File: src/rtl/reg_view_selector.sv
// Register-select feeder for the 7-seg display controller: debounced Next/Prev stepping mod 16,
// or a synchronised switch index in direct mode. Optional auto-scan under REG_VIEW_AUTOSCAN_EN.

module reg_view_debounce #(
    parameter int DEBOUNCE_CYCLES = 500000,
    parameter int DB_W            = 19
) (
    input  logic clk,
    input  logic resetn,
    input  logic raw_n,
    output logic press
);
    logic [1:0]      sync;
    logic            synced;
    logic            db;
    logic [DB_W-1:0] cnt;

    assign synced = sync[1];

    always_ff @(posedge clk or negedge resetn) begin
        if (!resetn) begin
            sync  <= 2'b11;
            db    <= 1'b1;
            cnt   <= '0;
            press <= 1'b0;
        end else begin
            sync  <= {sync[0], raw_n};
            press <= 1'b0;
            if (synced == db) begin
                cnt <= '0;
            end else if (cnt == DB_W'(DEBOUNCE_CYCLES - 1)) begin
                // Accept the new level; only a 1->0 (press) edge produces a pulse.
                db    <= synced;
                cnt   <= '0;
                press <= ~synced;
            end else begin
                cnt <= cnt + DB_W'(1);
            end
        end
    end
endmodule

module reg_view_selector #(
    parameter int DEBOUNCE_CYCLES = 500000,
    parameter int DB_W            = 19,
    parameter int SCAN_PERIOD     = 50000000
) (
    input  logic       clk,
    input  logic       resetn,
    input  logic       btn_next_n,
    input  logic       btn_prev_n,
    input  logic       direct_mode,
    input  logic [3:0] sw_direct,
`ifdef REG_VIEW_AUTOSCAN_EN
    input  logic       auto_scan,
`endif
    output logic [3:0] sel,
    output logic       sel_changed
);
    localparam int NUM_BTN = 2;

    logic [NUM_BTN-1:0]      btn_raw_n;
    logic [NUM_BTN-1:0]      press;     // [0] next, [1] prev
    logic [1:0]              dm_sync;
    logic [1:0][3:0]         sw_sync;
    logic                    dm_s;
    logic [3:0]              sw_s;
    logic                    step_up;
    logic                    step_dn;
    logic                    scan_step;
    logic [3:0]              sel_nxt;

    assign btn_raw_n = {btn_prev_n, btn_next_n};

    for (genvar g = 0; g < NUM_BTN; g++) begin : g_btn
        reg_view_debounce #(
            .DEBOUNCE_CYCLES(DEBOUNCE_CYCLES),
            .DB_W           (DB_W)
        ) u_db (
            .clk   (clk),
            .resetn(resetn),
            .raw_n (btn_raw_n[g]),
            .press (press[g])
        );
    end

    always_ff @(posedge clk or negedge resetn) begin
        if (!resetn) begin
            dm_sync <= 2'b00;
            sw_sync <= '0;
        end else begin
            dm_sync <= {dm_sync[0], direct_mode};
            sw_sync <= {sw_sync[0], sw_direct};
        end
    end

    assign dm_s    = dm_sync[1];
    assign sw_s    = sw_sync[1];
    // Simultaneous next+prev cancel out.
    assign step_up = press[0] & ~press[1];
    assign step_dn = press[1] & ~press[0];

`ifdef REG_VIEW_AUTOSCAN_EN
    localparam int SCAN_W = (SCAN_PERIOD > 1) ? $clog2(SCAN_PERIOD) : 1;

    logic [1:0]        as_sync;
    logic [SCAN_W-1:0] scan_cnt;
    logic              scan_tc;

    assign scan_tc = (scan_cnt == SCAN_W'(SCAN_PERIOD - 1));

    always_ff @(posedge clk or negedge resetn) begin
        if (!resetn) begin
            as_sync  <= 2'b00;
            scan_cnt <= '0;
        end else begin
            as_sync <= {as_sync[0], auto_scan};
            if (!as_sync[1] || dm_s || (|press) || scan_tc)
                scan_cnt <= '0;
            else
                scan_cnt <= scan_cnt + SCAN_W'(1);
        end
    end

    // Any button pulse in the same cycle wins over the scan step.
    assign scan_step = as_sync[1] & ~dm_s & scan_tc & ~(|press);
`else
    assign scan_step = 1'b0;

    // SCAN_PERIOD is consumed only by the auto-scan build.
    if (SCAN_PERIOD < 1) begin : g_scan_period_unused
    end
`endif

    always_comb begin
        sel_nxt = sel;
        if (dm_s)
            sel_nxt = sw_s;
        else if (step_up || scan_step)
            sel_nxt = sel + 4'd1;
        else if (step_dn)
            sel_nxt = sel - 4'd1;
    end

    always_ff @(posedge clk or negedge resetn) begin
        if (!resetn) begin
            sel         <= 4'd0;
            sel_changed <= 1'b0;
        end else begin
            sel         <= sel_nxt;
            sel_changed <= (sel_nxt != sel);
        end
    end
endmodule
File: config.mk
export PLATFORM = sky130hd
export DESIGN_NAME = reg_view_selector
export DESIGN_NICKNAME = d
export VERILOG_FILES = /design/src/rtl/reg_view_selector.sv
export SDC_FILE = /design/constraint.sdc
export NUM_CORES = 1
export LEC_CHECK = 0
export CAP_MARGIN = 10
export CORE_AREA = 2 2 77 79
export DETAILED_ROUTE_END_ITERATION = 8
export DIE_AREA = 0 0 79 81
export PLACE_DENSITY = 0.76
export SLEW_MARGIN = 30
export SYNTH_ARGS = -nofsm -noshare
export SYNTH_HDL_FRONTEND = slang
export SYNTH_HIERARCHICAL = 1
export SYNTH_SLANG_ARGS = --single-unit
File: constraint.sdc
create_clock -name clk -period 1.7 [get_ports clk]
set_input_delay 0.51 -clock clk [delete_from_list [all_inputs] [get_ports clk]]
set_output_delay 0.51 -clock clk [all_outputs]
set_load 0.03 [all_outputs]
; Word-level counts from Yosys, hierarchy flattened
; Index checks and enable logic that the tools add are counted.
[word_totals]
reg_bits = 61
input_bits = 9
output_inout_bits = 5
[classes]
n_addsub = 4
n_eq_ne = 5
muxes = 11
bitwise = 8
n_reduce_logical = 2
[op_table]
columns = operator, count
row1 = 19-bit 2-to-1 mux, 4
row2 = "19-bit by 1-bit adder with 19-bit output, second input constant", 2
row3 = "19-bit == test, second input constant", 2
row4 = 4-bit 2-to-1 mux, 3
row5 = 1-bit NOT, 6
row6 = "4-bit by 1-bit adder with 4-bit output, second input constant", 1
row7 = 1-bit 2-to-1 mux, 4
row8 = 4-bit != test, 1
row9 = 2-bit AND reduction, 2
row10 = "4-bit by 1-bit subtractor with 4-bit output, second input constant", 1
row11 = 1-bit AND, 2
row12 = 1-bit == test, 2

; Longest topological paths before layout
; Gate-level depths: netlist of the first run.
[depth]
ltp_word = 6
ltp_mapped = 6
mapped_depth_nobuf = 5

; Cells and area by module
; Netlist of the first run, hierarchy kept.
[modules_own_cells]
columns = module, instances, cells_per_inst, area_per_inst_um2, seq_area_each_um2
row1 = reg_view_debounce at g_btn[0].u_db, 1, 106, 1138.6, 579.3
row2 = reg_view_debounce at g_btn[1].u_db, 1, 110, 1122.3, 579.3
row3 = reg_view_selector, 1, 55, 655.6, 375.4

; Worst setup path after synthesis of the first run
; Ideal clock, no wire load.
[synth_timing]
path_kind = register -> register
start = register g_btn[1].u_db.cnt[12]
end = register g_btn[1].u_db.cnt[10]
setup_time_ps = 121
arrival_ps = 1586
t_required_ps = 1579
slack_ps = -8
stages_incl_launch_ff = 6
synth_period_minus_slack_ps = 1708
cell_sequence = dfrtp_1 -> nor4b_1 -> nand2_1 -> o31ai_4 -> buf_2 -> nor2_1
[synth_between]
elab_chain_len = 3
[synth_rtl]
columns = item, line
row1 = start: declaration, 16  ; logic [DB_W-1:0] cnt;
row2 = start signal: assignment, 37  ; cnt <= cnt + DB_W'(1);
row3 = 19-bit == test, 31  ; end else if (cnt == DB_W'(DEBOUNCE_CYCLES - 1)) begin
row4 = 19-bit 2-to-1 mux, 31
row5 = 19-bit 2-to-1 mux, 29  ; if (synced == db) begin
; No other way between the ends.
; A chain may end at the register's enable or synchronous reset.

; Worst setup path in the final report of the first run
[layout_timing]
start = register g_btn[1].u_db.cnt[0]
end = register g_btn[1].u_db.db
[layout_between]
elab_chain_len = 2
[layout_rtl]
columns = item, line
row1 = 19-bit == test, 31
row2 = 2-bit AND reduction (no line), -
row3 = end signal: assignment, 33  ; db <= synced;
row4 = end: declaration, 15  ; logic db;
; No other way between the ends.

==> results of run 1 <==
where the power goes:
group	switching (mW)	total (mW)	internal, mW
Clock	0.595	1.27	0.680
Sequential	0.0337	1.53	1.49
Combinational	0.124	0.223	0.0987
Total	0.752	3.03	2.27
per-stage QoR:
stage	cell area (um^2)	TNS, ps	cells	hold WS [ps]	util [%]
2_1_floorplan	2925	-22.25	271	214.4	-
3_5_place_dp	3362	0	385	338.5	59.24
3_3_place_gp	3362	0	385	333.4	59.24
5_1_grt	3676	-676.4	410	195.2	64.77
4_1_cts	3577	0	402	174.7	63.03
6_report	3676	-4.623	410	174.3	64.77
cells in the mapped netlist (2+ instances only):
| cell type | count |
|---|---|
| nor2b_1 | 2 |
| nor3_1 | 12 |
| nand2_1 | 16 |
| nor2_1 | 43 |
| dfstp_2 | 6 |
| ha_1 | 4 |
| nand4_2 | 2 |
| nor4b_1 | 3 |
| dfrtp_1 | 55 |
| and3_1 | 2 |
| nand3b_1 | 2 |
| nand4_1 | 13 |
| nor4_2 | 2 |
| xnor2_1 | 24 |
| nand3_2 | 2 |
| mux2_2 | 2 |
| o21ai_0 | 4 |
| and4_1 | 3 |
| xor2_1 | 15 |
| nor4_1 | 9 |
| a21oi_1 | 4 |
| buf_6 | 2 |
| nand2b_1 | 2 |
| mux2i_1 | 2 |
| inv_1 | 7 |
| nand3_1 | 10 |
| buf_2 | 2 |
layout make-up:
cell class / instances / area, um^2 / area share [%]
clock buffers: 9 / 123.9 / 3.370
clock inverters: 7 / 76.32 / 2.076
repair buffers: 54 / 447.9 / 12.19
inverters: 7 / 26.28 / 0.7148
well taps: 75 / 93.84 / 2.553
multi-input cells: 197 / 1369 / 37.24
flip-flops and latches: 61 / 1539 / 41.87
worst reg2reg max path, cell delays in order, from the launching register on:
cell and delay, ps:
dfrtp_2 430, ha_4 160, nand4_1 240, nor3_1 310, nand4_1 190, mux2_2 310
worst paths after layout:
check                      slack [ps]               endpoint            startpoint  cells past startpoint
max in group asynchronous        1220  g_btn[1].u_db/sync[1]                resetn                      2
hold reg to reg                   350                sw_s[0]            sw_sync[0]                      0
min in group clk                  350                sw_s[0]            sw_sync[0]                      0
setup reg to reg                   -5       g_btn[1].u_db/db  g_btn[1].u_db/cnt[0]                      5
hold / removal                    170   g_btn[0].u_db/cnt[9]                resetn                      2
setup / recovery                   -5       g_btn[1].u_db/db  g_btn[1].u_db/cnt[0]                      5
layer usage:
| layer | vias to the layer above | share of wire [%] |
|---|---|---|
| met4 | 0 | 1.9 |
| met2 | 48 | 51 |
| met1 | 1118 | 44 |
| met5 | - | 0 |
| met3 | 14 | 2.9 |
| li1 | 1067 | - |
cells by family after synthesis:
logic type	count (synthesis)	share of synthesized area, %
AND/OR/NAND/NOR	133	25.48
flip-flops	61	52.60
multiplexers	4	1.459
buffers and inverters	13	2.316
AO/OA/AOI/OAI	17	4.720
adder cells (fa/ha/maj)	4	1.716
XOR/XNOR	39	11.71
registers in the layout (all words and copies together) (netlist names):
name	count
sw_s	4
g_btn.u_db/db	2
g_btn.u_db/sync	4
dm_sync	2
g_btn.u_db/cnt	38
sw_sync	4
sel_changed	1
sel	4
g_btn.u_db/press	2
what timing repair did:
action / 4_1_cts / 5_1_grt
pin swaps: 0 / 8
endpoints found under the setup margin: 22 / 21
setup buffers: 1 / 8
gates resized for setup: 8 / 10
==> summary.md, run 1 <==
| Metric | Value |
|---|---|
| Status | `finished, violations left` |
| Failing checks | `setup timing` |
| Initial Utilization | `51.39%` |
| Yosys top cell area share | `47.19%` |
| Initial DRT Pass Iterations | `5` |
| Met2 Resource Use GR | `30.00%` |
| VDD IR max | `0.0005138 V` |
| Flops & latches, synth | `61` |
| Die footprint | `6399 um^2` |
| Site Rows | `28` |
| Hold buffer count at CTS | `0` |
| Min Tclk post-route | `1705 ps` |
| Max-cap violations | `0` |
| Final setup fails | `1` |
| Routed len/inst | `14.42 um` |
| Die X | `approximately 79 um` |
| Layer with the highest usage | `met2` |
| Commonest non-fill, non-tap cell in the layout | `dfrtp_1` |
| Met1 usage | `approximately a quarter` |
| Pleak | `approximately 1.5 nW` |
| Hold Violations, Final | `0` |
| Crit path cell chain | `ha_4 > nand4_1 > nor3_1 > nand4_1 > mux2_2` |
| Largest net degree at the start of global routing | `between 60 and 70` |
| Largest delay share family, worst path | `simple AND/OR/NAND/NOR gates` |
| Post-synth net total | `approximately 280` |
| Drt total wl | `5912 um` |
| Syn Area/Cell | `10.76 um^2` |
| Port Buf Inserts | `13` |
| Proportion of layout cells with a drive suffix above 1 | `27.16%` |
| CP peak stage delay | `430 ps` |
| GRT Overall Usage | `between 10% and 20%` |
| HP Class | `in -> async` |
| Final Slew Violations | `0` |
| Global Route met3 Usage | `3.444%` |
| Startpoint Class | `flip-flop` |
| Antenna violations before repair | `0` |
| Final worst slack | `-4.623 ps` |
| Fill cells | `459` |
| Synth Cell Area | `2917 um^2` |
| Buf+Inv Stages, Crit Path | `0` |
| Fmax | `586.6 MHz` |
| Nets | `343` |
| Clk_lat worst skew | `340 ps` |
| # diodes | `0` |
| Slew margin rel. | `roughly 72%` |
| Post-place setup slack | `25.86 ps` |
| Critical Path AT | `1970 ps` |
| Synth warn | `6` |
| Drt first-iter violations | `roughly 140` |
| Clk slew on worst S/H paths | `70 ps` |
| Core area | `5675 um^2` |
| Total power | `3.025 mW` |
| WS Path Type | `reg -> reg` |
| Worst Setup End Kind | `flip-flop` |
| Worst-path fanout max | `5` |
| Area grow syn2layout | `26.04%` |
| Via count | `2,247` |
| Cell taking the most area after synthesis | `dfrtp_1` |
| Register area share after synthesis | `a little over half` |
| Die H | `just over 80 um` |
| Most frequent cells in the layout | `dfrtp_1 (51), nor2_1 (43), buf_4 (39)` |
| Number of enable flip-flop cells after synthesis | `0` |
| CTS H-tree depth | `3` |
| Total grt overflow | `0` |
| Detail Placement HPWL | `3853 um` |
| Remaining DRCs | `0` |
| Clock tree buffer depth | `2` |
| Post-synth top flop | `dfrtp_1` |
| Final worst clock skew | `9.288 ps` |
| Slowest CP cell | `dfrtp_2` |
| CTS Sinks | `61` |
| Vias in the first global route | `2,068` |
| PwrDens | `823.0 nW/um^2` |
| CTS tree | `done` |
| RD Place Congestion | `0.8706` |
| Antenna viol nets, final | `0` |
| # IOs | `14` |
| First-pass GRT wire length | `9466 um` |
| Via/cell ratio | `5.480` |
| Worst Max-Slew Pin Slew | `418.9 ps` |
| Async SR Flop Fraction | `100.0%` |
| Fin crit share | `100.3%` |
| Req. time, crit path | `1970 ps` |
| CTS Buf Count | `9` |
| Post-synthesis cell type count | `between 40 and 50` |
| Top cells by area, synth | `dfrtp_1 (47%), xnor2_1 (7.2%), nor2_1 (5.5%), dfstp_2 (5.4%), xor2_1 (4.5%)` |
| CP most frequent cell | `nand4_1` |
| Syn Inst Count | `271` |
| Unrepaired setup endpoints after global routing | `yes` |
| Clock root buffer | `clkbuf_8` |
No activity file was read; power rests on OpenSTA's default activity.
==> run 2, diff against run 1 <==
--- a/config.mk
+++ b/config.mk
@@ -6,11 +6,12 @@
 export NUM_CORES = 1
 export LEC_CHECK = 0
 export CAP_MARGIN = 10
-export CORE_AREA = 2 2 77 79
+export CORE_AREA = 2 2 74 76
 export DETAILED_ROUTE_END_ITERATION = 8
-export DIE_AREA = 0 0 79 81
-export PLACE_DENSITY = 0.76
-export SLEW_MARGIN = 30
+export DIE_AREA = 0 0 76 78
+export MAX_ROUTING_LAYER = met4
+export PLACE_DENSITY = 0.78
+export SLEW_MARGIN = 0
 export SYNTH_ARGS = -nofsm -noshare
 export SYNTH_HDL_FRONTEND = slang
 export SYNTH_HIERARCHICAL = 1
==> constraint.sdc (replaced) <==
create_clock -name clk -period 1.64 [get_ports clk]
set_input_delay 0.492 -clock clk [delete_from_list [all_inputs] [get_ports clk]]
set_output_delay 0.492 -clock clk [all_outputs]
set_load 0.03 [all_outputs]
==> run 2 against run 1 <==
Against the previous run:
- the flow now finishes without violations
- cell area grew 2.0%
- register-to-register slack is essentially flat
- core utilization grew 9.6 points
- largest power group unchanged
- highest routed layer unchanged
==> summary.md, run 2 (synthesis results as in run 1) <==
| Metric | Value |
|---|---|
| Status | `finished, final reports clean` |
| Worst-path fanout max | `4` |
| Antenna violations before repair | `0` |
| Most frequent cells in the layout | `dfrtp_1 (50), nor2_1 (41), buf_4 (41)` |
| PwrDens | `884.1 nW/um^2` |
| Final Slew Violations | `0` |
| Startpoint Class | `flip-flop` |
| Initial Utilization | `57.84%` |
| CTS Sinks | `61` |
| Final setup fails | `0` |
| Worst Setup End Kind | `flip-flop` |
| Fin crit share | `roughly 100%` |
| R2R Setup Slk | `1 ps` |
| Clock root buffer | `clkbuf_8` |
| Min Tclk post-route | `1639 ps` |
| Fmax | `between 600 and 700 MHz` |
| Pleak | `1.582 nW` |
| Largest register by flop count | `g_btn.u_db/cnt` |
| CTS H-tree depth | `3` |
| Max reg flops | `38` |
| Fill cells | `337` |
| Die footprint | `roughly 6000 um^2` |
| Worst r2r dst | `g_btn[1].u_db/db` |
| Site Rows | `26` |
| Vias in the first global route | `2,226` |
| Clk_lat worst skew | `350 ps` |
| VDD IR max | `0.0006300 V` |
| Unrepaired setup endpoints after global routing | `yes` |
| Max-cap violations | `0` |
| Hold buffer count at CTS | `0` |
| Proportion of layout cells with a drive suffix above 1 | `30.36%` |
| Remaining DRCs | `0` |
| Core area | `5042 um^2` |
| CTS tree | `done` |
| Critical Path AT | `about 1900 ps` |
| Detail Placement HPWL | `3934 um` |
| First-pass GRT wire length | `between 10,000 and 15,000 um` |
| Drt first-iter violations | `240` |
| CTS Buf Count | `9` |
| Slew margin rel. | `68.85%` |
| Final core occ | `74.39%` |
| Worst reg-to-reg path cell count | `6` |
| Port Buf Inserts | `13` |
| Die X | `between 70 and 80 um` |
| Clock tree buffer depth | `2` |
| # IOs | `14` |
| Clk slew on worst S/H paths | `roughly 70 ps` |
| Total grt overflow | `0` |
| Commonest non-fill, non-tap cell in the layout | `dfrtp_1` |
| Antenna viol nets, final | `0` |
| Hold Violations, Final | `0` |
| Placed Cells | `380` |
| HP Class | `in -> async` |
| WS Path Type | `reg -> reg` |
| Nets | `344` |
| Die H | `78 um` |
| Non-Filler Instances | `406` |
| GRT Overall Usage | `22.35%` |
| Routed len/inst | `15.24 um` |
| Area grow syn2layout | `28.61%` |
| Largest net degree at the start of global routing | `62` |
| Req. time, crit path | `1910 ps` |
| Via/cell ratio | `5.557` |
| # diodes | `0` |
| Final worst clock skew | `between 8 and 9 ps` |
| Via count | `2,256` |
| Worst r2r src | `g_btn[1].u_db/cnt[0]` |
| Drt total wl | `6188 um` |
| RD Place Congestion | `0.8757` |
| Initial DRT Pass Iterations | `4` |
| Worst Max-Slew Pin Slew | `465.6 ps` |
==> run 2: worst max path at each step <==
stage,start,to,slack (ps),cells after the start
after floorplan,g_btn[1].u_db/cnt[0],g_btn[1].u_db/cnt[0],-60,6
after global placement,g_btn[1].u_db/cnt[1],g_btn[1].u_db/cnt[18],-7,5
after detailed placement,g_btn[1].u_db/cnt[1],g_btn[1].u_db/cnt[18],-60,5
after CTS,g_btn[1].u_db/cnt[1],g_btn[1].u_db/cnt[2],-40,6
after global routing,g_btn[1].u_db/cnt[1],g_btn[1].u_db/db,-100,6
final,g_btn[1].u_db/cnt[0],g_btn[1].u_db/db,1,6
==> run 2: per-stage QoR <==
| stage | setup TNS (ps) | instance area [um^2] | setup WS [ps] | power (mW) | hold WS (ps) |
|---|---|---|---|---|---|
| finish | 0 | 3751 | 0.9885 | 3.317 | 135.5 |
| global route | -794.1 | 3751 | -97.77 | 3.437 | 158.5 |
| CTS | -383.5 | 3600 | -41.12 | 3.330 | 151.7 |
| detailed placement | -344.2 | 3344 | -57.94 | 1.847 | 341.0 |
| global placement | -7.419 | 3344 | -7.419 | 1.837 | 334.0 |
| floorplan | -591.6 | 2940 | -60.95 | 1.716 | 196.4 |
==> run 2: metal layers <==
layer / vias up / global-route usage [%] / part of all wire [%]
met5: - / - / 0
met4: 0 / 12.36 / 2.2
li1: 1078 / - / -
met1: 1113 / 28.30 / 45
met2: 52 / 34.55 / 49
met3: 13 / 3.837 / 3.6
==> run 2: cell type report <==
cell class / count / area (um^2) / share of cell area, %
clock buffers: 10 / 137.6 / 3.669
well taps: 70 / 87.58 / 2.335
flip-flops and latches: 61 / 1540 / 41.06
multi-input cells: 197 / 1421 / 37.89
inverters: 7 / 26.28 / 0.7005
repair buffers: 55 / 451.7 / 12.04
clock inverters: 6 / 86.33 / 2.302
==> run 2: power by group <==
part	switching (mW)	internal (mW)	total, mW
registers	0.0300	1.55	1.58
logic	0.137	0.110	0.247
clock network	0.598	0.893	1.49
total	0.765	2.55	3.32
==> run 2: worst max-delay path, cell delays in order (launching register included) <==
cell and delay, ps:
dfrtp_1 400, ha_2 220, nand4_1 100, buf_6 150
nor3_2 140, nand4_1 210, mux2_4 360
==> run 2: timing repair <==
action                                  CTS  global route
pin swaps                                 5             7
gates cloned                              0             0
endpoints found under the setup margin   24            38
resized for setup                         8            19
setup buffers                             2             8
==> run 3, diff against run 2 <==
--- a/config.mk
+++ b/config.mk
@@ -9,8 +9,9 @@
 export CORE_AREA = 2 2 74 76
 export DETAILED_ROUTE_END_ITERATION = 8
 export DIE_AREA = 0 0 76 78
+export DONT_BUFFER_PORTS = 1
 export MAX_ROUTING_LAYER = met4
-export PLACE_DENSITY = 0.78
+export PLACE_DENSITY = 0.73
 export SLEW_MARGIN = 0
 export SYNTH_ARGS = -nofsm -noshare
 export SYNTH_HDL_FRONTEND = slang
==> run 3 against run 2 <==
Against the previous run:
- the run now ends with hold timing, setup timing left
- largest cell class unchanged
- via count fell by 3.8%
- clock power fell by 12%
- wire length fell by 0.42%
- sequential share of layout area rose by 1.6 points
- core utilization fell by 2.6 points
- die area did not move
==> summary.md, run 3 (synthesis results as in run 1) <==
| Metric | Value |
|---|---|
| Req. time, crit path | `1860 ps` |
| Proportion of layout cells with a drive suffix above 1 | `29.60%` |
| # IOs | `14` |
| Clk slew on worst S/H paths | `approximately 60 ps` |
| Final Slew Violations | `0` |
| CTS Sinks | `61` |
| Total grt overflow | `0` |
| Failing checks | `hold timing, setup timing` |
| Die footprint | `5928 um^2` |
| CTS H-tree depth | `3` |
| Largest register by flop count | `g_btn.u_db/cnt` |
| Hold Violations, Final | `55` |
| First-pass GRT wire length | `9956 um` |
| Max reg flops | `38` |
| Via count | `approximately 2,200` |
| Antenna violations before repair | `0` |
| Clock tree buffer depth | `2` |
| GRT Overall Usage | `between 20% and 30%` |
| Fin crit share | `101.3%` |
| Slowest CP cell | `dfrtp_1` |
| Crit path cell chain | `nand4_1 > nor4_4 > nor2_1 > a211oi_1` |
| Port Buf Inserts | `0` |
| # diodes | `0` |
| Drt total wl | `6162 um` |
| Min Tclk post-route | `about 1700 ps` |
| Antenna viol nets, final | `0` |
| Pleak | `1.496 nW` |
| Worst Max-Slew Pin Slew | `506.8 ps` |
| Commonest non-fill, non-tap cell in the layout | `dfrtp_1` |
| Worst Setup End Kind | `flip-flop` |
| VDD IR max | `0.0005357 V` |
| Critical Path AT | `1880 ps` |
| CTS Buf Count | `9` |
| Nets | `329` |
| CTS tree | `done` |
| Hold WS | `-146.7 ps` |
| RD Place Congestion | `slightly below 0.9` |
| PwrDens | `849.6 nW/um^2` |
| Startpoint Class | `flip-flop` |
| Clock root buffer | `clkbuf_8` |
| Die X | `76 um` |
| Remaining DRCs | `0` |
| CP peak stage delay | `480 ps` |
| Final worst clock skew | `5.731 ps` |
| Initial Utilization | `about 58%` |
| Most frequent cells in the layout | `dfrtp_1 (46), nor2_1 (42), buf_4 (36)` |
| Area grow syn2layout | `24.11%` |
| Drt first-iter violations | `165` |
| Core area | `5042 um^2` |
| Worst-path fanout max | `6` |
| Fmax | `approximately 600 MHz` |
| Final worst slack | `-21.51 ps` |
| Die H | `78 um` |
| WS Path Type | `reg -> reg` |
| Largest net degree at the start of global routing | `62` |
| Status | `finished, violations left` |
| Routed len/inst | `15.76 um` |
| Initial DRT Pass Iterations | `4` |
| Post-place setup slack | `-25.66 ps` |
| HP Class | `in -> async` |
| Detail Placement HPWL | `3705 um` |
| Slew margin rel. | `66.21%` |
| Via/cell ratio | `5.550` |
| Final setup fails | `1` |
| Unrepaired setup endpoints after global routing | `yes` |
| Max-cap violations | `0` |
| Clk_lat worst skew | `around 330 ps` |
| Vias in the first global route | `2,156` |
| Site Rows | `26` |
[run 3: per-stage QoR]
step	setup TNS (ps)	area, um^2	total power, mW	util [%]	std cells
6_report	-21.51	3620	3.075	71.79	391
5_1_grt	-216.5	3620	3.225	71.79	391
4_1_cts	-14.55	3422	3.093	67.87	382
3_5_place_dp	-44.57	3204	1.771	63.55	366
3_3_place_gp	0	3204	1.763	63.55	366
2_1_floorplan	-591.6	2940	1.716	-	271
[run 3: what timing repair did]
item                                    in CTS  in global routing
pin swaps                                    3                 11
buffers inserted                             0                  9
endpoints found under the setup margin      11                 34
endpoints found under the hold margin       61                 61
resized for setup                            3                 28
[run 3: layout make-up]
type	instances	area [um^2]
Clock buffer	15	166.4
Clock inverter	1	30.03
Fill cell	378	1423
Inverter	7	26.28
Multi-Input combinational cell	197	1449
Sequential cell	61	1545
Tap cell	70	87.58
Timing Repair Buffer	40	315.3
[run 3: worst max-delay path, delay by kind of cell, from the launching register on]
kind               cells  cell delay (ps)
AOI/OAI and AO/OA      1              290
and+or+nand+nor        3              780
DFF                    1              480
[run 3: per-layer routing]
metal  track usage [%]  part of all wire [%]  vias to the layer above
li1                  -                     -                     1036
met1             25.93                    42                     1065
met2             36.43                    51                       50
met3             7.326                   4.3                       19
met4             6.182                   2.4                        0
met5                 -                     0                        -
[run 3: path summary, 6_finish.rpt]
path                                            from                     to  slack, ps  cells after the start
worst max-delay path            g_btn[0].u_db/cnt[3]  g_btn[0].u_db/cnt[17]        -20                      4
worst min-delay path                          resetn   g_btn[0].u_db/cnt[6]       -150                      0
worst max register to register  g_btn[0].u_db/cnt[3]  g_btn[0].u_db/cnt[17]        -20                      4
worst min register to register            dm_sync[0]             dm_sync[1]        340                      0
max in group asynchronous                     resetn       g_btn[0].u_db/db       1590                      0
min in group clk                          btn_next_n  g_btn[0].u_db/sync[0]        150                      0
[run 3: report_power, final]
| group | internal (mW) | switching [mW] | leakage, nW |
|---|---|---|---|
| sequential | 1.55 | 0.0504 | 0.778 |
| clock | 0.788 | 0.523 | 0.0979 |
| combinational | 0.0770 | 0.0862 | 0.620 |
